**src/rtl/ctrl_pkg.sv**
```systemverilog
// Shared decode definitions for the ID stage: RV32I opcode/funct constants,
// ALU operation codes, write-back select encodings and the EX control bundle.
package ctrl_pkg;

    localparam int unsigned REG_W = 5;

    localparam logic [6:0] OPC_OP     = 7'b0110011;
    localparam logic [6:0] OPC_OP_IMM = 7'b0010011;
    localparam logic [6:0] OPC_LOAD   = 7'b0000011;
    localparam logic [6:0] OPC_STORE  = 7'b0100011;
    localparam logic [6:0] OPC_BRANCH = 7'b1100011;
    localparam logic [6:0] OPC_LUI    = 7'b0110111;
    localparam logic [6:0] OPC_AUIPC  = 7'b0010111;
    localparam logic [6:0] OPC_JAL    = 7'b1101111;
    localparam logic [6:0] OPC_JALR   = 7'b1100111;

    localparam logic [2:0] F3_ADD_SUB = 3'b000;
    localparam logic [2:0] F3_SLL     = 3'b001;
    localparam logic [2:0] F3_SRL_SRA = 3'b101;
    localparam logic [2:0] F3_JALR    = 3'b000;

    localparam logic [6:0] F7_BASE = 7'b0000000;
    localparam logic [6:0] F7_ALT  = 7'b0100000;
    localparam logic [6:0] F7_MEXT = 7'b0000001;

    typedef enum logic [4:0] {
        ALU_ADD    = 5'd0,  ALU_SUB  = 5'd1,  ALU_SLL    = 5'd2,  ALU_SLT   = 5'd3,
        ALU_SLTU   = 5'd4,  ALU_XOR  = 5'd5,  ALU_SRL    = 5'd6,  ALU_SRA   = 5'd7,
        ALU_OR     = 5'd8,  ALU_AND  = 5'd9,  ALU_MUL    = 5'd10, ALU_MULH  = 5'd11,
        ALU_MULHSU = 5'd12, ALU_MULHU = 5'd13, ALU_DIV   = 5'd14, ALU_DIVU  = 5'd15,
        ALU_REM    = 5'd16, ALU_REMU = 5'd17
    } alu_op_e;

    localparam logic [1:0] WB_LSU = 2'd0;
    localparam logic [1:0] WB_ALU = 2'd1;
    localparam logic [1:0] WB_PC4 = 2'd2;

    typedef struct packed {
        logic             lui_sel;
        logic             rd_wren;
        logic             insn_vld;
        logic             br_un;
        logic             opa_sel;   // 1: PC as operand A
        logic             opb_sel;   // 1: immediate as operand B
        logic             mem_wren;
        logic             isload;
        logic             is_branch;
        logic             is_jump;
        logic [1:0]       wb_sel;
        alu_op_e          alu_op;
        logic [REG_W-1:0] rd;
        logic [REG_W-1:0] rs1;
        logic [REG_W-1:0] rs2;
    } ctrl_bundle_t;

    // All-zero bundle: every flag clear, wb_sel=LSU, alu_op=ADD, indices x0.
    localparam ctrl_bundle_t CTRL_BUBBLE = '0;

    // Base-ISA funct3 to ALU op; alt selects SUB/SRA.
    function automatic alu_op_e base_alu_op(input logic [2:0] f3, input logic alt);
        case (f3)
            3'b000:  base_alu_op = alt ? ALU_SUB : ALU_ADD;
            3'b001:  base_alu_op = ALU_SLL;
            3'b010:  base_alu_op = ALU_SLT;
            3'b011:  base_alu_op = ALU_SLTU;
            3'b100:  base_alu_op = ALU_XOR;
            3'b101:  base_alu_op = alt ? ALU_SRA : ALU_SRL;
            3'b110:  base_alu_op = ALU_OR;
            default: base_alu_op = ALU_AND;
        endcase
    endfunction

endpackage

```
**src/rtl/id_decode_core.sv**
```systemverilog
// Combinational RV32I(+M) decoder.
// Ports: i_instr (32b instruction) -> o_ctrl (EX control bundle),
//        o_rs1_used / o_rs2_used (source register actually read).
// Unread/unwritten register indices are zeroed; illegal encodings yield a bubble.
module id_decode_core
    import ctrl_pkg::*;
#(
    parameter int unsigned EN_MEXT = 0
) (
    input  logic [31:0]  i_instr,
    output ctrl_bundle_t o_ctrl,
    output logic         o_rs1_used,
    output logic         o_rs2_used
);

    logic [6:0] opc;
    logic [2:0] f3;
    logic [6:0] f7;
    logic       legal;

    assign opc = i_instr[6:0];
    assign f3  = i_instr[14:12];
    assign f7  = i_instr[31:25];

    always_comb begin
        o_ctrl     = CTRL_BUBBLE;
        o_rs1_used = 1'b0;
        o_rs2_used = 1'b0;
        legal      = 1'b0;

        case (opc)
            OPC_OP: begin
                o_rs1_used     = 1'b1;
                o_rs2_used     = 1'b1;
                o_ctrl.rd_wren = 1'b1;
                o_ctrl.wb_sel  = WB_ALU;
                if (f7 == F7_BASE) begin
                    legal         = 1'b1;
                    o_ctrl.alu_op = base_alu_op(f3, 1'b0);
                end else if (f7 == F7_ALT && (f3 == F3_ADD_SUB || f3 == F3_SRL_SRA)) begin
                    legal         = 1'b1;
                    o_ctrl.alu_op = base_alu_op(f3, 1'b1);
                end else if (f7 == F7_MEXT && EN_MEXT != 0) begin
                    legal         = 1'b1;
                    o_ctrl.alu_op = alu_op_e'(5'(ALU_MUL) + {2'b00, f3});
                end
            end
            OPC_OP_IMM: begin
                o_rs1_used     = 1'b1;
                o_ctrl.rd_wren = 1'b1;
                o_ctrl.opb_sel = 1'b1;
                o_ctrl.wb_sel  = WB_ALU;
                o_ctrl.alu_op  = base_alu_op(f3, (f3 == F3_SRL_SRA) && i_instr[30]);
                if (f3 == F3_SLL)          legal = (f7 == F7_BASE);
                else if (f3 == F3_SRL_SRA) legal = (f7 == F7_BASE) || (f7 == F7_ALT);
                else                       legal = 1'b1;
            end
            OPC_LOAD: begin
                legal          = (f3 != 3'b011) && (f3 != 3'b110) && (f3 != 3'b111);
                o_rs1_used     = 1'b1;
                o_ctrl.rd_wren = 1'b1;
                o_ctrl.opb_sel = 1'b1;
                o_ctrl.isload  = 1'b1;
                o_ctrl.wb_sel  = WB_LSU;
            end
            OPC_STORE: begin
                legal           = (f3[2] == 1'b0) && (f3 != 3'b011);
                o_rs1_used      = 1'b1;
                o_rs2_used      = 1'b1;
                o_ctrl.opb_sel  = 1'b1;
                o_ctrl.mem_wren = 1'b1;
            end
            OPC_BRANCH: begin
                legal            = (f3 != 3'b010) && (f3 != 3'b011);
                o_rs1_used       = 1'b1;
                o_rs2_used       = 1'b1;
                o_ctrl.is_branch = 1'b1;
                o_ctrl.br_un     = f3[2] & f3[1];
                // BEQ/BNE compare via SUB, BLT/BGE via SLT, BLTU/BGEU via SLTU
                o_ctrl.alu_op    = !f3[2] ? ALU_SUB : (f3[1] ? ALU_SLTU : ALU_SLT);
            end
            OPC_LUI: begin
                legal          = 1'b1;
                o_ctrl.rd_wren = 1'b1;
                o_ctrl.lui_sel = 1'b1;
                o_ctrl.opb_sel = 1'b1;
                o_ctrl.wb_sel  = WB_ALU;
            end
            OPC_AUIPC: begin
                legal          = 1'b1;
                o_ctrl.rd_wren = 1'b1;
                o_ctrl.opa_sel = 1'b1;
                o_ctrl.opb_sel = 1'b1;
                o_ctrl.wb_sel  = WB_ALU;
            end
            OPC_JAL: begin
                legal          = 1'b1;
                o_ctrl.rd_wren = 1'b1;
                o_ctrl.is_jump = 1'b1;
                o_ctrl.opa_sel = 1'b1;
                o_ctrl.opb_sel = 1'b1;
                o_ctrl.wb_sel  = WB_PC4;
            end
            OPC_JALR: begin
                legal          = (f3 == F3_JALR);
                o_rs1_used     = 1'b1;
                o_ctrl.rd_wren = 1'b1;
                o_ctrl.is_jump = 1'b1;
                o_ctrl.opb_sel = 1'b1;
                o_ctrl.wb_sel  = WB_PC4;
            end
            default: legal = 1'b0;
        endcase

        o_ctrl.insn_vld = legal;
        o_ctrl.rd       = o_ctrl.rd_wren ? i_instr[11:7]  : '0;
        o_ctrl.rs1      = o_rs1_used     ? i_instr[19:15] : '0;
        o_ctrl.rs2      = o_rs2_used     ? i_instr[24:20] : '0;

        if (!legal) begin
            o_ctrl     = CTRL_BUBBLE;
            o_rs1_used = 1'b0;
            o_rs2_used = 1'b0;
        end
    end

endmodule

```
**src/rtl/id_stage_ctrl.sv**
```systemverilog
// ID stage control: decode, ID/EX control register, RAW scoreboard, stall/flush
// priority and saturating event counters.
// Ports: i_clk, i_reset (sync, active-high), i_instr/i_instr_vld (IF/ID),
//        i_flush (EX redirect), i_hold (global freeze), o_id_stall (combinational),
//        o_ex_* (registered ID/EX bundle), o_stall_cnt/o_flush_cnt.
module id_stage_ctrl
    import ctrl_pkg::*;
#(
    parameter int unsigned EN_MEXT   = 0,
    parameter int unsigned HAZ_DEPTH = 3,
    parameter int unsigned CNT_W     = 32,
    parameter int unsigned ALU_OP_W  = (EN_MEXT != 0) ? 5 : 4
) (
    input  logic                i_clk,
    input  logic                i_reset,
    input  logic [31:0]         i_instr,
    input  logic                i_instr_vld,
    input  logic                i_flush,
    input  logic                i_hold,
    output logic                o_id_stall,
    output logic                o_ex_vld,
    output logic                o_ex_lui_sel,
    output logic                o_ex_rd_wren,
    output logic                o_ex_insn_vld,
    output logic                o_ex_br_un,
    output logic                o_ex_opa_sel,
    output logic                o_ex_opb_sel,
    output logic                o_ex_mem_wren,
    output logic                o_ex_isload,
    output logic                o_ex_is_branch,
    output logic                o_ex_is_jump,
    output logic [1:0]          o_ex_wb_sel,
    output logic [ALU_OP_W-1:0] o_ex_alu_op,
    output logic [4:0]          o_ex_rd,
    output logic [4:0]          o_ex_rs1,
    output logic [4:0]          o_ex_rs2,
    output logic [CNT_W-1:0]    o_stall_cnt,
    output logic [CNT_W-1:0]    o_flush_cnt
);

    ctrl_bundle_t dec;
    logic         rs1_used;
    logic         rs2_used;

    id_decode_core #(.EN_MEXT(EN_MEXT)) u_decode (
        .i_instr    (i_instr),
        .o_ctrl     (dec),
        .o_rs1_used (rs1_used),
        .o_rs2_used (rs2_used)
    );

    ctrl_bundle_t                      ex_q;
    logic                              ex_vld_q;
    logic [HAZ_DEPTH-1:0]              sb_vld;
    logic [HAZ_DEPTH-1:0][REG_W-1:0]   sb_rd;
    logic [CNT_W-1:0]                  stall_cnt_q;
    logic [CNT_W-1:0]                  flush_cnt_q;
    logic                              rs1_hit;
    logic                              rs2_hit;
    logic                              hazard;

    // Compare used sources against every in-flight destination; valid entries never hold x0.
    always_comb begin
        rs1_hit = 1'b0;
        rs2_hit = 1'b0;
        for (int unsigned i = 0; i < HAZ_DEPTH; i++) begin
            if (sb_vld[i] && sb_rd[i] == dec.rs1) rs1_hit = 1'b1;
            if (sb_vld[i] && sb_rd[i] == dec.rs2) rs2_hit = 1'b1;
        end
    end

    assign hazard     = i_instr_vld & ((rs1_used & rs1_hit) | (rs2_used & rs2_hit));
    assign o_id_stall = ~i_reset & (i_hold | (~i_flush & hazard));

    // ID/EX register, scoreboard shift and counters: reset > hold > flush > hazard > issue.
    always_ff @(posedge i_clk) begin
        if (i_reset) begin
            ex_q        <= CTRL_BUBBLE;
            ex_vld_q    <= 1'b0;
            sb_vld      <= '0;
            sb_rd       <= '0;
            stall_cnt_q <= '0;
            flush_cnt_q <= '0;
        end else if (!i_hold) begin
            for (int unsigned i = 1; i < HAZ_DEPTH; i++) begin
                sb_vld[i] <= sb_vld[i-1];
                sb_rd[i]  <= sb_rd[i-1];
            end
            sb_vld[0] <= 1'b0;
            sb_rd[0]  <= '0;
            ex_q      <= CTRL_BUBBLE;
            ex_vld_q  <= 1'b0;

            if (i_flush) begin
                if (flush_cnt_q != '1) flush_cnt_q <= flush_cnt_q + CNT_W'(1);
            end else if (hazard) begin
                if (stall_cnt_q != '1) stall_cnt_q <= stall_cnt_q + CNT_W'(1);
            end else if (i_instr_vld) begin
                ex_q      <= dec;
                ex_vld_q  <= 1'b1;
                sb_vld[0] <= dec.rd_wren && (dec.rd != '0);
                sb_rd[0]  <= dec.rd;
            end
        end
    end

    assign o_ex_vld       = ex_vld_q;
    assign o_ex_lui_sel   = ex_q.lui_sel;
    assign o_ex_rd_wren   = ex_q.rd_wren;
    assign o_ex_insn_vld  = ex_q.insn_vld;
    assign o_ex_br_un     = ex_q.br_un;
    assign o_ex_opa_sel   = ex_q.opa_sel;
    assign o_ex_opb_sel   = ex_q.opb_sel;
    assign o_ex_mem_wren  = ex_q.mem_wren;
    assign o_ex_isload    = ex_q.isload;
    assign o_ex_is_branch = ex_q.is_branch;
    assign o_ex_is_jump   = ex_q.is_jump;
    assign o_ex_wb_sel    = ex_q.wb_sel;
    assign o_ex_alu_op    = ALU_OP_W'(ex_q.alu_op);
    assign o_ex_rd        = ex_q.rd;
    assign o_ex_rs1       = ex_q.rs1;
    assign o_ex_rs2       = ex_q.rs2;
    assign o_stall_cnt    = stall_cnt_q;
    assign o_flush_cnt    = flush_cnt_q;

endmodule

```
**config.mk**
```make
export PLATFORM = sky130hd
export DESIGN_NAME = id_stage_ctrl
export DESIGN_NICKNAME = d
export VERILOG_FILES = /design/src/rtl/ctrl_pkg.sv /design/src/rtl/id_decode_core.sv /design/src/rtl/id_stage_ctrl.sv
export SDC_FILE = /design/constraint.sdc
export NUM_CORES = 1
export LEC_CHECK = 0
export CORE_MARGIN = 2
export CORE_UTILIZATION = 49
export CTS_CLUSTER_SIZE = 16
export DETAILED_ROUTE_END_ITERATION = 8
export PLACE_DENSITY = 0.79
export SLEW_MARGIN = 20
export SYNTH_ARGS = -nofsm -noshare
export SYNTH_HDL_FRONTEND = slang
export SYNTH_SLANG_ARGS = --single-unit
```
**constraint.sdc**
```tcl
create_clock -name i_clk -period 10 [get_ports i_clk]
set_input_delay 2 -clock i_clk [delete_from_list [all_inputs] [get_ports i_clk]]
set_output_delay 2 -clock i_clk [all_outputs]
set_load 0.02 [all_outputs]
```
======== Yosys cells after proc, flatten, opt, wreduce, memory -nomap -nowiden ========
Cells that the tools add are included.
storage, ports and cells
  register bits ........................... 114
  input port bits ......................... 37
cells by class
  multiplexer cells ....................... 51
  reduce and logical (&&, ||, !) cells .... 28
  equality and inequality tests ........... 28
  bitwise operators ....................... 12
  $add $sub $neg .......................... 2
operators by type and width
  operator                                                                 number
  32-bit two-way mux                                                       4
  32-bit by 1-bit adder with 32-bit output, second input constant          2
  32-bit inequality test, second input constant                            2
  4-bit case mux with 7 select lines                                       2
  5-bit two-way mux                                                        8
  5-bit case mux with 7 select lines                                       1
  1-bit two-way mux                                                        31
  5-bit == test                                                            6
  7-bit by 6-bit == test with 1-bit output, second input constant          4
  7-bit == test, second input constant                                     3
  5-bit case mux with 3 select lines                                       1
  7-bit by 5-bit == test with 1-bit output, second input constant          2
  7-bit OR reduction                                                       2
  1-bit logical AND                                                        13
  3-bit == test, second input constant                                     3
  7-bit by 2-bit == test with 1-bit output, second input constant          1
  7-bit logical NOT                                                        1
  1-bit case mux with 7 select lines                                       1
  1-bit AND                                                                6
  3-bit by 2-bit == test with 1-bit output, second input constant          2
  3-bit by 2-bit inequality test with 1-bit output, second input constant  2
  3-bit inequality test, second input constant                             2
  3-bit OR reduction                                                       2
  6-bit OR reduction                                                       1
  13 further kinds                                                         19

======== Logic depth before layout (Yosys ltp) ========
  depth in word-level cells ............... 18
  gate-level depth with buffers ........... 11
  mapped depth without buffers ............ 9

======== Cells and area by module ========
From an unflattened synthesis, not the netlist that was laid out.
unflattened totals
  cell total of the unflattened synthesis .. 681
  area, all modules ....................... 6,019.5 µm²
modules (own cells, without submodules)
  module          sequential area each (µm²)  cells each  instances  area each (µm²)
  id_stage_ctrl   2,182.1                     570         1          5,286.3
  id_decode_core  0.0                         111         1          733.2

======== Least setup slack after synthesis ========
OpenSTA, ideal clock, no wires.
  path type ............................... input -> output
  start point ............................. input port i_instr[6]
  end point ............................... output port o_id_stall
  data arrival time ....................... 4.000 ns
  data required time ...................... 8.000 ns
  stages on the path ...................... 8
  path buffers ............................ 1
  path slack .............................. 4.000 ns
  path through ............................ buf_2 > and2b_1 > nor3b_1 > o211a_1 > o311ai_2 > a211oi_2 > o211ai_1 > a21oi_1
on the way
  longest elaborated chain between the ends .. 16
  elaborated cells on any way between the ends .. 45
ends and longest elaborated chain
  item                                                                              line                                          text
  start: declaration                                                                id_stage_ctrl.sv:16                           input logic [31:0] i_instr,
  7-bit by 6-bit == test with 1-bit output, or another cell as far along            id_decode_core.sv:31                          case (opc)
  6-bit OR reduction (no source line) / 3-bit OR reduction (equally long branches)  --
  1-bit two-way mux                                                                 id_decode_core.sv:31
  5-bit two-way mux, on equally long branches                                       id_decode_core.sv:117, id_decode_core.sv:118
  32-bit two-way mux                                                                id_decode_core.sv:120                         if (!legal) begin
  5-bit == test, on equally long branches                                           id_stage_ctrl.sv:67, id_stage_ctrl.sv:68
  1-bit logical AND, on equally long branches                                       id_stage_ctrl.sv:67, id_stage_ctrl.sv:68
  1-bit two-way mux, on equally long branches (3 in series)                         id_stage_ctrl.sv:67, id_stage_ctrl.sv:68
  1-bit AND                                                                         id_stage_ctrl.sv:72                           assign hazard = i_instr_vld & ((rs1_used & rs1_hit) | (rs2_used & rs2_hit));
  1-bit bitwise OR (*)                                                              id_stage_ctrl.sv:72
  1-bit AND (*)                                                                     id_stage_ctrl.sv:72
  1-bit AND (*)                                                                     id_stage_ctrl.sv:73                           assign o_id_stall = ~i_reset & (i_hold | (~i_flush & hazard));
  1-bit bitwise OR (*)                                                              id_stage_ctrl.sv:73
  1-bit AND (*)                                                                     id_stage_ctrl.sv:73
  end: declaration                                                                  id_stage_ctrl.sv:20                           output logic o_id_stall,
Every way passes the cells marked *; elsewhere a longest branch is shown, timed or not.

======== Worst setup path in the final report ========
Same ends and word-level chain as after synthesis.

==> impl_metrics.json <==
{
  "core_um2": 10890,
  "peakVddDrop_uv": 89.70,
  "grt_max_degree": 94,
  "top_layer_used": "met4",
  "drt_iter0_markers": 356,
  "yosysTopAreaCell": "dfxtp_1",
  "track_usage_pct": 23.47,
  "synth_area_um2": 5480,
  "clk-insertion-delay-late_ps": 370,
  "cts_setup_buffers": 0,
  "path_depth": 9,
  "cts_made_buffers": 9,
  "routed-via-count": 5143,
  "diodes": 0,
  "min_path_cells": 2,
  "cp_slowest_cell": "clkdlybuf4s50_1",
  "first_global_vias": 4698,
  "avgRoutedWirePerCell_um": 15.89,
  "root_buffer": "clkbuf_8",
  "final_cell_mix": "clkdlybuf4s50_1, dfxtp_1, nor2_1",
  "synth_ff_type": "dfxtp_1",
  "cts_tree": "done",
  "max_slew_margin_pct": 36.39,
  "power.density_nw_per_um2": 105.9,
  "fillerInstances": 940,
  "ff2ff_path_depth": 9,
  "min_path_type": "reg -> reg",
  "clkTransAtPathRegs_ps": 100,
  "p_leak_uw": 0.002406,
  "drv_slew": 0,
  "dp_hpwl_mm": 10.54,
  "yosysWarnings": 0,
  "wl_met1_mm": 6.348,
  "wl_mm": 14.22,
  "cp_num_buf_inv": 2,
  "grt_setup_unrepaired": "false",
  "grt-ovfl-total": 0,
  "antenna_found_initial": 0,
  "pre_cts_ws_ps": 2742,
  "die_x_um": 109.8,
  "endpoint_kind": "output port",
  "io_buffers": 133,
  "finalSetupViolCount": 0,
  "clk_path_buf_depth": 2,
  "ys_seq_area_share_pct": 39.45,
  "finalWeightedCongestion": 0.9046,
  "dr.pass1.iters": 5,
  "fin_ws_ps": 2671,
  "synth_area_leaders": "dfxtp_1, xor2_1, nor2_1",
  "fin_skew_ps": 16.87,
  "cp-start-kind": "input port",
  "drive_above_1_share_pct": 6.093,
  "period_needed_ps": 7329,
  "dieHeight_um": 109.8,
  "cts_resized": 0,
  "crit_arrival_ps": 5330,
  "synth_edf_count": 0,
  "grt_pass1_wl_mm": 22.69,
  "cap_viol_max_count": 0,
  "synth_seq_cells": 108,
  "rows": 38,
  "yosysTopAreaCellShare_pct": 39.45,
  "syn_inst": 644,
  "post-route-drc-count": 0,
  "syn_nets": 683,
  "finalSetupTns_ps": 0,
  "antenna_left": 0,
  "hold_viol_final": 0,
  "critPathKind": "in -> out",
  "cpPeakStageDelay_ps": 670,
  "final_common_cell": "clkdlybuf4s50_1",
  "synth_area_per_cell_um2": 8.510,
  "ys_types": 63,
  "dieArea_um2": 12050,
  "required_ps": 8000,
  "holdBufCountCts": 0,
  "crit_top_cell": "clkdlybuf4s50_1",
  "cp_max_fo": 9,
  "async_flop_share_pct": 0,
  "h-tree-depth": 3,
  "reg2reg_slack_ps": 7160,
  "tightestPinTransition_ps": 954.2,
  "wl_met2_mm": 7.181,
  "area_growth_pct": 27.88,
  "cts.sinks": 108,
  "period_share_pct": 73.29,
  "cp_cell_sequence": "clkdlybuf4s50_1 > and2b_1 > nor3b_1 > o211a_1 > o311ai_2 > a211oi_2 > o211ai_1 > a21oi_1 > clkdlybuf4s50_1",
  "routed-wl-met3_um": 567,
  "fmax_ghz": 0.1364,
  "final_nets": 789,
  "status": "finished clean",
  "crit_family": "buffers and inverters",
  "boundaryPins": 134,
  "viasPerCell": 5.746,
  "start_util_pct": 50.33
}
==> final timing paths <==
check | startpoint | to
setup reg to reg | o_stall_cnt[17]$_SDFFE_PP0P_ | o_stall_cnt[27]$_SDFFE_PP0P_
setup / recovery | i_instr[6] | o_id_stall
hold / removal | o_ex_insn_vld$_SDFFE_PP0N_ | o_ex_insn_vld$_SDFFE_PP0N_
hold reg to reg | o_ex_insn_vld$_SDFFE_PP0N_ | o_ex_insn_vld$_SDFFE_PP0N_
==> state kept, by name, summed over array words and instances (netlist names), 3 cells and up <==
register     count
o_stall_cnt     32
o_ex_rs1         5
o_ex_rs2         5
sb_rd           10
sb_vld           3
o_flush_cnt     32
o_ex_rd          5
o_ex_alu_op      4
==> area by class of cell <==
type / instances / area (µm²) / share of cell area, %
Clock buffer: 11 / 141.4 / 2.018
Clock inverter: 5 / 46.29 / 0.6606
Inverter: 14 / 52.55 / 0.7499
Multi-Input combinational cell: 480 / 3074 / 43.87
Sequential cell: 108 / 2162 / 30.85
Tap cell: 140 / 175.2 / 2.500
Timing Repair Buffer: 137 / 1356 / 19.35
==> metrics by stage <==
step           util (%)  total power (µW)  std cells  instance area (µm²)  hold slack [ps]
6_report          64.36             742.3        895                 7008            455.3
4_1_cts           64.36             748.8        895                 7008            453.9
3_3_place_gp      62.59             494.7        879                 6815            432.4
2_1_floorplan         -             471.8        644                 5480            478.4
5_1_grt           64.36             769.6        895                 7008            483.2
3_5_place_dp      62.64             496.6        879                 6820            438.4
==> cells in the mapped netlist (all sizes together) (2+ instances only) <==
cell,instances
a32o,19
and4,7
a211o,2
inv,14
o311ai,2
mux2i,15
xor2,37
a22oi,4
and2,2
nand2,44
nand3,29
dfxtp,108
a211oi,4
mux2,11
or3,25
and3,11
o41ai,2
o31ai,2
nand4,22
a21o,2
buf,23
or2,6
nor4,12
nand3b,2
or4,2
a21oi,25
a31oi,2
nor2,76
nor2b,11
o211ai,2
clkbuf,19
a2111oi,2
nor3,17
o21ai,39
and3b,3
xnor2,21
ha,2
a22o,4
==> power breakdown <==
group	internal (µW)	total, µW	switching [µW]
Sequential	431	431	0.655
Clock	101	255	154
Combinational	24.2	56.0	31.8
==> logic make-up after synthesis <==
| family | count (synthesis) | share of synthesized area, % |
|---|---|---|
| simple gates | 274 | 25.64 |
| fa+ha+maj | 2 | 0.4565 |
| flops | 108 | 39.45 |
| buf+inv | 56 | 4.589 |
| compound gates | 120 | 15.59 |
| xor+xnor | 58 | 9.269 |
| mux | 26 | 5.000 |
==> worst min-delay path, cell delays in order, from the launching register on <==
cell	delay (ps)
dfxtp_1	330
nand2_1	50
nand2_1	40
==> per-layer routing <==
metal | vias up | GRT usage, %
met3 | 11 | 3.201
met1 | 2480 | 30.95
met2 | 130 | 40.74
met4 | 0 | 5.335
li1 | 2522 | -
met5 | - | 0
Note: power is estimated with default switching activity, not from simulation.
